### config.mk
export PLATFORM = sky130hd
export DESIGN_NAME = flappy_bus2scr1_bridge
export DESIGN_NICKNAME = d
export VERILOG_FILES = /design/src/rtl/flappy_bus_pkg.sv /design/src/rtl/flappy_sync_fifo.sv /design/src/rtl/flappy_bus2scr1_bridge.sv
export SDC_FILE = /design/constraint.sdc
export NUM_CORES = 1
export LEC_CHECK = 0
export CAP_MARGIN = 15
export CELL_PAD_IN_SITES_DETAIL_PLACEMENT = 1
export CELL_PAD_IN_SITES_GLOBAL_PLACEMENT = 1
export CORE_UTILIZATION = 30
export CTS_BUF_LIST = sky130_fd_sc_hd__clkbuf_2
export CTS_CLUSTER_SIZE = 28
export DETAILED_ROUTE_END_ITERATION = 10
export PLACE_DENSITY = 0.92
export SYNTH_ARGS = -nofsm -noshare
export SYNTH_HDL_FRONTEND = slang
export SYNTH_SLANG_ARGS = --single-unit
### constraint.sdc
create_clock -name clk -period 3.4 [get_ports clk]
set_clock_uncertainty 0.15 [all_clocks]
set_input_delay 0.85 -clock clk [delete_from_list [all_inputs] [get_ports clk]]
set_output_delay 0.85 -clock clk [all_outputs]
set_load 0.01 [all_outputs]
### src/rtl/flappy_bus_pkg.sv
// Shared types for the core-bus to SCR1 memory bridge: SCR1 memory-interface
// encodings, bridge FSM states and the store byte-mask decoder.
package flappy_bus_pkg;

  // SCR1 memory-interface encodings (same values as scr1_memif.svh)
  typedef enum logic {
    SCR1_MEM_CMD_RD = 1'b0,
    SCR1_MEM_CMD_WR = 1'b1
  } type_scr1_mem_cmd_e;

  typedef enum logic [1:0] {
    SCR1_MEM_WIDTH_BYTE  = 2'b00,
    SCR1_MEM_WIDTH_HWORD = 2'b01,
    SCR1_MEM_WIDTH_WORD  = 2'b10,
    SCR1_MEM_WIDTH_ERROR = 2'b11
  } type_scr1_mem_width_e;

  typedef enum logic [1:0] {
    SCR1_MEM_RESP_NOTRDY = 2'b00,
    SCR1_MEM_RESP_RDY_OK = 2'b01,
    SCR1_MEM_RESP_RDY_ER = 2'b10
  } type_scr1_mem_resp_e;

  typedef enum logic [1:0] {
    IDLE  = 2'b00,
    DRAIN = 2'b01,
    ERR   = 2'b10
  } bridge_state_e;

  localparam int RSP_W = 33;

  typedef struct packed {
    logic                 legal;
    type_scr1_mem_width_e width;
    logic [1:0]           offset;
  } wmask_dec_t;

  // Only naturally aligned byte, halfword and word masks map onto an SCR1 access.
  function automatic wmask_dec_t wmask_decode(input logic [3:0] wmask);
    wmask_dec_t d;
    d.legal  = 1'b1;
    d.width  = SCR1_MEM_WIDTH_WORD;
    d.offset = 2'b00;
    case (wmask)
      4'b1111: d.width = SCR1_MEM_WIDTH_WORD;
      4'b0011: d.width = SCR1_MEM_WIDTH_HWORD;
      4'b1100: begin
        d.width  = SCR1_MEM_WIDTH_HWORD;
        d.offset = 2'b10;
      end
      4'b0001: d.width = SCR1_MEM_WIDTH_BYTE;
      4'b0010: begin
        d.width  = SCR1_MEM_WIDTH_BYTE;
        d.offset = 2'b01;
      end
      4'b0100: begin
        d.width  = SCR1_MEM_WIDTH_BYTE;
        d.offset = 2'b10;
      end
      4'b1000: begin
        d.width  = SCR1_MEM_WIDTH_BYTE;
        d.offset = 2'b11;
      end
      default: d.legal = 1'b0;
    endcase
    return d;
  endfunction

endpackage

### src/rtl/flappy_sync_fifo.sv
// Synchronous first-word-fall-through FIFO with occupancy count; the head
// entry is read straight from the storage registers.
module flappy_sync_fifo #(
  parameter int WIDTH = 33,
  parameter int DEPTH = 2
) (
  input  logic                       clk,
  input  logic                       rst_n,
  input  logic                       push,
  input  logic [WIDTH-1:0]           wdata,
  input  logic                       pop,
  output logic [WIDTH-1:0]           rdata,
  output logic                       empty,
  output logic                       full,
  output logic [$clog2(DEPTH+1)-1:0] count
);

  localparam int PW = (DEPTH > 1) ? $clog2(DEPTH) : 1;
  localparam int CW = $clog2(DEPTH+1);

  logic [WIDTH-1:0] mem [DEPTH];
  logic [PW-1:0]    wr_ptr;
  logic [PW-1:0]    rd_ptr;
  logic             do_push;
  logic             do_pop;

  function automatic logic [PW-1:0] ptr_next(input logic [PW-1:0] p);
    return (p == PW'(DEPTH-1)) ? '0 : p + 1'b1;
  endfunction

  assign empty   = (count == '0);
  assign full    = (count == CW'(DEPTH));
  assign do_pop  = pop & ~empty;
  // A pop frees the head slot in the same cycle, so push on full is fine then.
  assign do_push = push & (~full | do_pop);
  assign rdata   = mem[rd_ptr];

  always_ff @(posedge clk or negedge rst_n) begin
    if (!rst_n) begin
      wr_ptr <= '0;
      rd_ptr <= '0;
      count  <= '0;
      for (int i = 0; i < DEPTH; i++) begin
        mem[i] <= '0;
      end
    end else begin
      if (do_push) begin
        mem[wr_ptr] <= wdata;
        wr_ptr      <= ptr_next(wr_ptr);
      end
      if (do_pop) begin
        rd_ptr <= ptr_next(rd_ptr);
      end
      count <= count + CW'(do_push) - CW'(do_pop);
    end
  end

  always @(posedge clk) begin
    if (rst_n) begin
      assert (!(push && full && !pop));
    end
  end

endmodule

### src/rtl/flappy_bus2scr1_bridge.sv
// Core valid/ready cmd/rsp bus to SCR1 req/ack/resp memory bridge with
// outstanding-request tracking and a response FIFO sized against credit.
module flappy_bus2scr1_bridge
  import flappy_bus_pkg::*;
#(
  parameter int ADDR_W    = 32,
  parameter int MAX_OUTST = 2,
  parameter int RSP_DEPTH = 2,
  parameter bit WRITE_EN  = 1'b1
) (
  input  logic                 clk,
  input  logic                 rst_n,
  input  logic                 cmd_valid,
  output logic                 cmd_ready,
  input  logic [ADDR_W-1:0]    cmd_address,
  input  logic                 cmd_write,
  input  logic [31:0]          cmd_wdata,
  input  logic [3:0]           cmd_wmask,
  output logic                 rsp_valid,
  input  logic                 rsp_ready,
  output logic [31:0]          rsp_rdata,
  output logic                 rsp_error,
  output logic                 mem_req_o,
  output type_scr1_mem_cmd_e   mem_cmd_o,
  output type_scr1_mem_width_e mem_width_o,
  output logic [ADDR_W-1:0]    mem_addr_o,
  output logic [31:0]          mem_wdata_o,
  input  logic                 mem_req_ack_i,
  input  logic [31:0]          mem_rdata_i,
  input  type_scr1_mem_resp_e  mem_resp_i
);

  localparam int OW = $clog2(MAX_OUTST+1);
  localparam int CW = $clog2(RSP_DEPTH+1);
  localparam int SW = ((OW > CW) ? OW : CW) + 1;

  bridge_state_e    state;
  logic [OW-1:0]    outst_cnt;
  logic [CW-1:0]    fifo_count;
  logic             fifo_full;
  logic             fifo_empty;
  logic             is_write;
  logic             legal;
  logic             credit;
  logic             err_pend;
  logic             hs;
  logic             mem_rsp;
  logic             push;
  logic             pop;
  logic [RSP_W-1:0] push_data;
  logic [RSP_W-1:0] head;
  wmask_dec_t       dec;

  assign is_write = WRITE_EN && cmd_write;
  assign dec      = wmask_decode(cmd_wmask);
  assign legal    = ~is_write | dec.legal;
  // Every acked request and every buffered response holds a FIFO slot.
  assign credit   = ((SW'(outst_cnt) + SW'(fifo_count)) < SW'(RSP_DEPTH))
                    && (outst_cnt < OW'(MAX_OUTST));
  assign err_pend = (state != IDLE);

  assign mem_req_o   = rst_n & cmd_valid & credit & legal & ~err_pend;
  assign mem_cmd_o   = is_write ? SCR1_MEM_CMD_WR : SCR1_MEM_CMD_RD;
  assign mem_width_o = is_write ? dec.width : SCR1_MEM_WIDTH_WORD;
  assign mem_addr_o  = {cmd_address[ADDR_W-1:2], (is_write ? dec.offset : 2'b00)};
  assign mem_wdata_o = cmd_wdata;

  assign hs        = mem_req_o & mem_req_ack_i;
  assign cmd_ready = hs | (state == ERR);

  assign mem_rsp   = (mem_resp_i != SCR1_MEM_RESP_NOTRDY) && (outst_cnt != '0);
  assign push      = mem_rsp | (state == ERR);
  assign push_data = (state == ERR) ? {1'b1, 32'h0}
                                    : {(mem_resp_i == SCR1_MEM_RESP_RDY_ER), mem_rdata_i};
  assign pop       = rsp_valid & rsp_ready;

  // An illegal store waits in DRAIN until everything older has been returned,
  // so its error response lands in the FIFO in program order.
  always_ff @(posedge clk or negedge rst_n) begin
    if (!rst_n) begin
      state     <= IDLE;
      outst_cnt <= '0;
    end else begin
      outst_cnt <= outst_cnt + OW'(hs) - OW'(mem_rsp);
      case (state)
        IDLE:    if (cmd_valid && !legal) state <= DRAIN;
        DRAIN:   if (outst_cnt == '0 && !fifo_full) state <= ERR;
        ERR:     state <= IDLE;
        default: state <= IDLE;
      endcase
    end
  end

  flappy_sync_fifo #(
    .WIDTH(RSP_W),
    .DEPTH(RSP_DEPTH)
  ) u_rsp_fifo (
    .clk   (clk),
    .rst_n (rst_n),
    .push  (push),
    .wdata (push_data),
    .pop   (pop),
    .rdata (head),
    .empty (fifo_empty),
    .full  (fifo_full),
    .count (fifo_count)
  );

  assign rsp_valid = ~fifo_empty;
  assign rsp_error = head[32];
  assign rsp_rdata = head[31:0];

  always @(posedge clk) begin
    if (rst_n) begin
      assert (!(mem_resp_i != SCR1_MEM_RESP_NOTRDY && outst_cnt == '0));
    end
  end

endmodule

After elaboration in Yosys (flattened, before gate mapping):

Index checks and enable logic that the tools add are counted.

* flip-flop bits (word level): 74
* latch bits: 0
* memory bits (writable): 0
* memory bits (read-only): 0
* bits of input ports: 108
* output and inout port bits: 103
* logic and storage cells: 86
* memories: 0

* add/subtract/negate cells: 7
* multiply operators: 0
* divide/modulo/power cells: 0
* $lt $le $gt $ge: 5
* equal/unequal tests: 13
* shifts and indexed selects: 0
* multiplexer cells: 18
* bitwise operators: 18
* reductions and logical operators: 18

Operators with widths (count)
* two-way mux 33 bit: 5
* bitwise mux 66 bit: 1
* demux 33 bit (select 1 bit): 1
* equality test 4 bit, second input constant: 3
* bitwise AND 1 bit: 8
* equality test 4 x 2 -> 1 bit, second input constant: 2
* two-way mux 2 bit: 4
* one-hot mux 2 bit (2 select lines): 2
* OR reduction 7 bit: 1
* equality test 2 bit, second input constant: 3
* zero test 2 bit: 3
* one-hot mux 2 bit (3 select lines): 1
* nonzero test 2 bit: 3
* logical AND 1 bit: 5
* adder 2 x 1 -> 2 bit: 2
* equality test 4 x 1 -> 1 bit, second input constant: 1
* equality test 4 x 3 -> 1 bit, second input constant: 1
* >= comparator 2 bit, second input constant: 2
* two-way mux 1 bit: 4
* != test 2 bit, second input constant: 2
* inverter 1 bit: 4
* inverter 1 -> 2 bit: 2
* OR 1 bit: 4
* OR reduction 2 bit: 2
* other kinds (10): 13

Logic depth before layout (Yosys ltp):

Gate-level depths: netlist of the first run.

* depth after elaboration: 9
* mapped depth: 10
* gate-level depth less buffers: 10

Hierarchy:

Synthesis of the first run repeated with hierarchy kept, for this count alone.

* cell total of the unflattened synthesis: 346
* area, all modules: 4448.0 um2

Modules (own cells, without submodules)
* flappy_sync_fifo: times used 1, cells an instance 200, area each 3330.7 um2, seq. area each 1751.7 um2
* flappy_bus2scr1_bridge: times used 1, cells an instance 146, area each 1117.3 um2, seq. area each 100.1 um2

Worst setup path after synthesis of the first run:

OpenSTA, ideal clock, no wires.

* path type: input-to-reg
* from: input port cmd_wmask[0]
* to: register outst_cnt[1]
* library setup time: 0.130 ns
* data arrival time: 2.517 ns
* data required time: 3.120 ns
* setup slack: 0.603 ns
* cell stages on the path: 8
* path buffers: 0
* path through: or2_2 o211a_1 a2111o_1 ha_1 inv_1 ha_1 xnor2_1 xnor2_1

* word-level cells in the longest chain between the ends: 9
* elaborated cells on any way between the ends: 15
* classes of those cells: add/sub: 2; eq/ne: 7; mux: 1; bitwise: 4; reduce/logical: 1

RTL lines
* start: declaration: RTL line flappy_bus2scr1_bridge.sv:18 `input logic [3:0] cmd_wmask,`
* equality test 4 bit (tied with other cells): RTL line flappy_bus_pkg.sv:44 `case (wmask)`
* OR reduction 7 bit (no source line) *
* two-way mux 1 bit *: RTL line flappy_bus_pkg.sv:44
* OR 1 bit *: RTL line flappy_bus2scr1_bridge.sv:56 `assign legal = ~is_write | dec.legal;`
* bitwise AND 1 bit * (2 in a row): RTL line flappy_bus2scr1_bridge.sv:62 `assign mem_req_o = rst_n & cmd_valid & credit & legal & ~err_pend;`
* bitwise AND 1 bit *: RTL line flappy_bus2scr1_bridge.sv:68 `assign hs = mem_req_o & mem_req_ack_i;`
* adder 2 x 1 -> 2 bit *: RTL line flappy_bus2scr1_bridge.sv:84 `outst_cnt <= outst_cnt + OW'(hs) - OW'(mem_rsp);`
* subtractor 2 x 1 -> 2 bit *: RTL line flappy_bus2scr1_bridge.sv:84
* end signal: assignment: RTL line flappy_bus2scr1_bridge.sv:84
* end: declaration: RTL line flappy_bus2scr1_bridge.sv:38 `logic [OW-1:0] outst_cnt;`

Every way passes the cells marked *; elsewhere a longest branch is shown, timed or not.
A chain may end at the register's enable or synchronous reset.

Final worst setup path of the first run:

* from: register outst_cnt[0]
* to: output port mem_req_o

* word-level cells in the longest chain between the ends: 6
* elaborated cells on any way between the ends: 7
* classes of those cells: add/sub: 1; order compare: 2; bitwise: 3; reduce/logical: 1

RTL lines
* adder 2 x 2 -> 3 bit: RTL line flappy_bus2scr1_bridge.sv:58 `assign credit = ((SW'(outst_cnt) + SW'(fifo_count)) < SW'(RSP_DEPTH))`
* < comparator 3 x 2 -> 1 bit: RTL line flappy_bus2scr1_bridge.sv:58
* logical AND 1 bit *: RTL line flappy_bus2scr1_bridge.sv:59 `&& (outst_cnt < OW'(MAX_OUTST));`
* bitwise AND 1 bit * (3 in a row): RTL line flappy_bus2scr1_bridge.sv:62
* end: declaration: RTL line flappy_bus2scr1_bridge.sv:23 `output logic mem_req_o,`

Marked as above.

==> metrics.yaml, run 1 <==
sta:
  tightest_slew_ns: 0.651
  fin_crit_ns: 3.34
  max_freq_ghz: 0.300
  hold_ws_ns: 0.178
  period_share_pct: 98.1
  hold_viol_final: 0
  rsz0062_at_grt: "true"
  slew_viol_final: 0
  relSlewSlack_pct: 56.6
  finalSetupViolCount: 0
grt:
  grt-ovfl-total: 0
  antenna_found_initial: 0
  grt_pass1_vias: 2944
  grt_max_degree: 52
  grt.total_usage_pct: 15.5
  grt_pass1_wl_mm: 15.9
status:
  outcome: "finished clean"
route:
  drt-total-wl_mm: 9.96
  wl_per_cell_um: 18.7
  viasPerCell: 4.98
  drc: 0
  drt_iter0_drc: 145
  vias: 2652
  drtAntennaViolNets: 0
  dr.pass1.iters: 4
synth:
  yosys_warnings: 0
  synth_area_per_cell_um2: 12.6
  synth_flop_cell: "dfrtp_1"
  synthCells: 314
  synth_cell_types: 42
  synthesis.area_mm2: 0.00396
  ys_ff_latch: 74
  synth-seq-area-share_pct: 46.8
  synth-edff-count: 0
  synthArstFlopShare_pct: 100
  synth_fp_nets: 427
layout:
  fin_util_pct: 37.2
  syn_to_final_growth_pct: 19.8
  design_area_mm2: 0.00474
  finalNonFillerCells: 533
  num-nets-final: 468
  drive_gt1_share_pct: 27.5
critical_path:
  crit_path_start: "outst_cnt[0]$_DFF_PN0_"
  critical_path_buf_inv_count: 1
  start_kind: "register"
  crit_family: "simple AND/OR/NAND/NOR gates"
  crit_fanout: 2
  crit_arrival_ns: 2.34
  cpPeakStageDelay_ns: 0.48
  r2r_start: "outst_cnt[0]$_DFF_PN0_"
  path_cells: "and2_4 -> fa_2 -> nor4b_2 -> nand3b_1 -> a211oi_1 -> buf_2"
  path_class: "reg -> out"
  required_ns: 2.40
  end_kind: "primary output"
  cpMaxStageDelayCell: "fa_2"
floorplan:
  initial_utilization_pct: 31.1
  num_rows: 41
  die_area_mm2: 0.0137
  die_w_um: 117
  io_pins: 211
  coreArea_mm2: 0.0127
  die_h_um: 117
placed_design:
  port_buffers: 84
  place_hpwl_mm: 7.04
  place_congestion: 0.750
  dpl_cell_area_mm2: 0.00457
  numPlacedInstances: 512
pwr:
  powerDensity_mw_per_mm2: 1010
  leakage_nw: 2.08
  power.total_w: 0.00477
  ir_drop_mv: 0.321
flow_run:
  max_cap_viol_count: 0
clock_network:
  ctsHoldBuffers: 0
  h-tree-depth: 3
  cts_tree: "yes"
  numCtsBuffers: 9
  ctsRootBufferMaster: "clkbuf_2"
  clk_latency_ns: 0.49
  numClockSinks: 74
  clkTransAtPathRegs_ns: 0.23
  cts_buffer_depth: 2
worst_hold_path:
  hold_path_class: "in -> async"
-- power breakdown --
| group | internal, W | total, W | switching [W] |
|---|---|---|---|
| clock | 0.000183 | 0.000529 | 0.000346 |
| sequential | 0.00130 | 0.00158 | 0.000277 |
| combinational | 0.00150 | 0.00267 | 0.00116 |
-- worst paths after layout --
path                                             endpoint  slack (ns)  cells past startpoint
min in group clk           u_rsp_fifo.mem[60]$_DFFE_PN0P_        0.38                      1
max in group asynchronous  u_rsp_fifo.mem[59]$_DFFE_PN0P_        1.95                      3
min reg2reg                u_rsp_fifo.mem[60]$_DFFE_PN0P_        0.38                      1
max                                             mem_req_o        0.06                      6
max reg2reg                        outst_cnt[1]$_DFF_PN0_        0.35                     11
min                        u_rsp_fifo.mem[29]$_DFFE_PN0P_        0.18                      2
-- through the flow --
stage          setup TNS, ns  worst slack (ns)
3_5_place_dp           -1.38            -0.341
4_1_cts              -0.0528           -0.0267
3_3_place_gp           -1.07            -0.340
2_1_floorplan              0             0.603
5_1_grt              -0.0444           -0.0362
6_report                   0            0.0630
-- timing repair --
item / 4_1_cts / 5_1_grt
endpoints found under the setup margin: 6 / 2
gates resized for setup: 18 / 2
pin swaps: 3 / 8
setup buffers: 2 / 2
-- layout by cell type (no fill, tap or decap), types with 4 or more instances in the layout --
cell type,n
clkdlybuf4s50_1,76
dfrtp_1,73
a22o_1,62
mux2_2,35
buf_4,25
clkbuf_2,9
xnor2_1,6
inv_1,5
dlygate4sd2_1,5
ha_1,4
-- synthesized netlist by cell type (all sizes together), types with 2 or more instances --
master	instances	area, um2
or2	2	12.5
and2	4	25.0
nor4b	3	26.3
nor2b	2	12.5
mux2	35	394
nor3b	2	20.0
nor2	3	11.3
nor4	2	42.5
a22o	64	563
o21ai	3	15.0
clkbuf	2	11.3
ha	4	50.1
xnor2	6	52.6
or3b	2	17.5
inv	7	26.3
buf	77	604
dfrtp	74	1850
o211ai	3	50.1
and3	2	12.5
nand2	2	7.51
-- worst register-to-register path: stages (launching register included) --
cell and delay (ns):
dfrtp_1 0.43, and2_4 0.17, fa_2 0.48, nor4b_2 0.30
nand3b_1 0.13, buf_4 0.15, a2111o_1 0.38, ha_1 0.28
inv_1 0.04, ha_1 0.18, xnor2_1 0.18, xnor2_1 0.14
-- cell families (layout without fill, tap and decap cells) --
kind of cell	after synthesis	after routing	share of synthesized area [%]
buffers and inverters	86	132	16.2
AO/OA/AOI/OAI	79	79	18.2
flip-flops	74	74	46.8
multiplexers	35	35	9.96
AND/OR/NAND/NOR	28	28	5.53
XOR/XNOR	7	7	1.55
adder cells (fa/ha/maj)	5	5	1.77
other	0	1	0
-- registers in the layout, summed over array words and instances (netlist names) --
name / cells
outst_cnt: 2
u_rsp_fifo.mem: 66
state: 2
u_rsp_fifo.rd_ptr: 1
u_rsp_fifo.count: 2
u_rsp_fifo.wr_ptr: 1
-- final cells by class --
| cell class | count | area, um2 |
|---|---|---|
| fillers | 1418 | 7980 |
| flip-flops and latches | 74 | 1850 |
| multi-input cells | 154 | 1490 |
| repair buffers | 109 | 1020 |
| well taps | 172 | 215 |
| clock inverters | 7 | 82.6 |
| clock buffers | 9 | 45.0 |
| inverters | 7 | 26.3 |
| diodes | 1 | 2.50 |
-- metal layers --
metal  track usage, %  routed length [um]  vias up
met5                0                   0        -
met4             7.00                 248        0
met3             2.88                 471       32
met2             28.1                5250       70
met1             17.8                3990     1381
li1                 -                   -     1169
Power figures use the tool's default switching activity.
==> inputs of run 2 (changes only) <==
--- a/config.mk
+++ b/config.mk
@@ -5,10 +5,11 @@
 export SDC_FILE = /design/constraint.sdc
 export NUM_CORES = 1
 export LEC_CHECK = 0
+export ABC_AREA = 1
 export CAP_MARGIN = 15
 export CELL_PAD_IN_SITES_DETAIL_PLACEMENT = 1
 export CELL_PAD_IN_SITES_GLOBAL_PLACEMENT = 1
-export CORE_UTILIZATION = 30
+export CORE_UTILIZATION = 29
 export CTS_BUF_LIST = sky130_fd_sc_hd__clkbuf_2
 export CTS_CLUSTER_SIZE = 28
 export DETAILED_ROUTE_END_ITERATION = 10
==> run 2 against run 1 <==
Net effect: fmax increased by 2.7%; first-iteration DRC count rose by 76%; non-clock buffer count is 10 lower; sequential cell count stayed put; critical path depth stayed put; sequential share of layout area fell by 3.3 points; utilization is 3.1 points lower; largest cell class unchanged.
==> metrics.yaml, run 2 <==
status:
  outcome: "finished clean"
layout:
  multi_input_area_mm2: 0.00177
  regMostFlops: "u_rsp_fifo.mem"
  largest_register_ffs: 66
  fill_cells: 1846
  final_cell_mix: "251 x nand2_1, 79 x clkdlybuf4s50_1, 73 x dfrtp_1, 66 x nand4_1, 47 x inv_1"
  regArea_mm2: 0.00185
  drive_gt1_share_pct: 7.47
  syn_to_final_growth_pct: 15.4
  finalNonFillerCells: 818
  num-nets-final: 737
  final_common_cell: "nand2_1"
route:
  drtAntennaViolNets: 0
  dr.pass1.iters: 4
  drt-total-wl_mm: 12.3
  viasPerCell: 4.74
  wl_per_cell_um: 15.0
  drc: 0
  vias: 3876
  drt_iter0_drc: 255
clock_network:
  clk_latency_ns: 0.54
  cts_buffer_depth: 2
  numClockSinks: 74
  clkTransAtPathRegs_ns: 0.22
  cts_tree: "yes"
  numCtsBuffers: 9
  ctsRootBufferMaster: "clkbuf_2"
  h-tree-depth: 3
sta:
  hold_viol_final: 0
  finalSetupViolCount: 0
  fin_crit_ns: 3.25
  period_share_pct: 95.6
  fin_tns_setup_ns: 0
  rsz0062_at_grt: "false"
  max_freq_ghz: 0.308
  tightest_slew_ns: 0.857
  relSlewSlack_pct: 42.7
  slew_viol_final: 0
synth:
  synthArstFlopShare_pct: 100
  synth-edff-count: 0
  synth.most_common_cell: "nand2_1"
  yosys-top-cells-count: "251 x nand2_1, 74 x dfrtp_1, 68 x buf_4"
  synth_fp_nets: 727
  synth_cell_types: 27
  synth.top_cells.by_area: "dfrtp_1 41%, nand2_1 21%, buf_4 11%"
  synth-seq-area-share_pct: 41.3
  synth_top_area_cell: "dfrtp_1"
  ys_ff_latch: 74
  synthCells: 614
  synthesis.area_mm2: 0.00449
  synth_area_per_cell_um2: 7.31
  synth_top_area_share_pct: 41.3
  synth_flop_cell: "dfrtp_1"
  yosys_warnings: 0
grt:
  grt_max_degree: 48
  use_met3_pct: 2.87
  grt-ovfl-total: 0
  grt.total_usage_pct: 16.4
  met1_usage_pct: 20.0
  grt_pass1_wl_mm: 20.4
  use_met2_pct: 29.0
  grt_busiest_layer: "met2"
  grt_pass1_vias: 3948
  antenna_found_initial: 1
critical_path:
  path_cells: "clkdlybuf4s50_1 -> inv_1 -> nand2_1 -> nand2_1 -> nand3_1 -> clkdlybuf4s50_1"
  cpMaxStageDelayCell: "clkdlybuf4s50_1"
  regToRegSetupSlack_ns: 0.77
  crit_family: "buffers and inverters"
  crit_cells: 6
  cpPeakStageDelay_ns: 0.56
  crit_path_start: "cmd_wmask[3]"
  path_class: "in -> out"
  r2r_cells: 12
  worstReg2RegEnd: "outst_cnt[1]$_DFF_PN0_"
  crit_arrival_ns: 2.25
  end_kind: "primary output"
  crit_fanout: 4
  required_ns: 2.40
  start_kind: "input pin"
  r2r_start: "u_rsp_fifo.count[0]$_DFF_PN0_"
  critical_path_buf_inv_count: 3
  endpoint: "mem_width_o[1]"
placed_design:
  place_hpwl_mm: 8.21
  port_buffers: 84
  place_congestion: 0.719
  numPlacedInstances: 798
floorplan:
  die_h_um: 126
  die_area_mm2: 0.0160
  coreArea_mm2: 0.0151
  num_rows: 45
  die_w_um: 126
  io_pins: 211
  initial_utilization_pct: 29.6
pwr:
  leakage_nw: 2.77
  powerDensity_mw_per_mm2: 954
  ir_drop_mv: 0.284
flow_run:
  max_cap_viol_count: 0
worst_hold_path:
  hold_path_class: "in -> async"
## run 2: repair_timing
item | in CTS | in global routing
resized for setup | 3 | 7
endpoints found under the setup margin | 2 | 25
buffers inserted | 3 | 0
hold buffers | 0 | 0
## run 2: worst register-to-register path, cell delays in order, from the launching register on
cell and delay (ns):
dfrtp_1 0.43, nand2_1 0.07, inv_1 0.05, fa_1 0.44, nand3b_1 0.18, nor2_2 0.13
nand3_1 0.12, buf_4 0.15, ha_1 0.26, inv_1 0.04, ha_1 0.19, xnor2_1 0.18
xor2_1 0.17
## run 2: worst min path at each step
stage                                         from                        endpoint  slack, ns  cells past startpoint
floorplan           u_rsp_fifo.mem[14]$_DFFE_PN0P_  u_rsp_fifo.mem[14]$_DFFE_PN0P_       0.29                      2
detailed placement  u_rsp_fifo.mem[49]$_DFFE_PN0P_  u_rsp_fifo.mem[49]$_DFFE_PN0P_       0.31                      2
global placement     u_rsp_fifo.mem[9]$_DFFE_PN0P_   u_rsp_fifo.mem[9]$_DFFE_PN0P_       0.30                      2
global route                                 rst_n  u_rsp_fifo.mem[27]$_DFFE_PN0P_       0.15                      2
CTS                                          rst_n  u_rsp_fifo.mem[60]$_DFFE_PN0P_       0.16                      2
finish                                       rst_n  u_rsp_fifo.mem[14]$_DFFE_PN0P_       0.19                      2
## run 2: area by class of cell
class / instances / area share [%]
Clock inverter: 6 / 2.03
Tap cell: 188 / 4.54
Multi-Input combinational cell: 387 / 34.1
Antenna cell: 1 / 0.0483
Timing Repair Buffer: 99 / 18.6
Clock buffer: 10 / 0.967
Inverter: 53 / 3.92
Sequential cell: 74 / 35.8
## run 2: power breakdown
group          switching [W]  leakage (nW)  internal [W]  total [W]
combinational        0.00163          1.77       0.00112    0.00275
clock               0.000330        0.0872      0.000315   0.000645
sequential          0.000243         0.918       0.00130    0.00155
total                0.00220          2.77       0.00274    0.00494
## run 2: routing by layer
layer / routed length (um) / vias up / share of wire, %
li1: - / 1878 / -
met1: 5350 / 1912 / 44
met2: 6380 / 75 / 52
met3: 395 / 11 / 3.2
met4: 164 / 0 / 1.3
met5: 0 / - / 0
## run 2: metrics by stage
stage | hold slack [ns] | cell area [um2] | total power (W) | util (%) | setup slack [ns]
5_1_grt | 0.146 | 5180 | 0.00538 | 34.2 | 0.0329
6_report | 0.185 | 5180 | 0.00494 | 34.2 | 0.150
3_5_place_dp | 0.309 | 4990 | 0.00432 | 32.9 | -0.0705
3_3_place_gp | 0.303 | 4990 | 0.00417 | 32.9 | 0.0197
4_1_cts | 0.164 | 5160 | 0.00500 | 34.1 | 0.0122
2_1_floorplan | 0.292 | 4490 | 0.00326 | - | 1.03
## run 2: kinds of logic (layout without fill, tap and decap cells)
logic type / Yosys count / after routing / share of synthesized area (%)
other: 0 / 1 / 0
DFF: 74 / 74 / 41.3
xor gates and xnor gates: 5 / 5 / 0.976
AOI/OAI and AO/OA: 4 / 4 / 0.446
and+or+nand+nor: 373 / 373 / 36.2
buffers and inverters: 153 / 168 / 19.6
adders and majority gates: 5 / 5 / 1.56
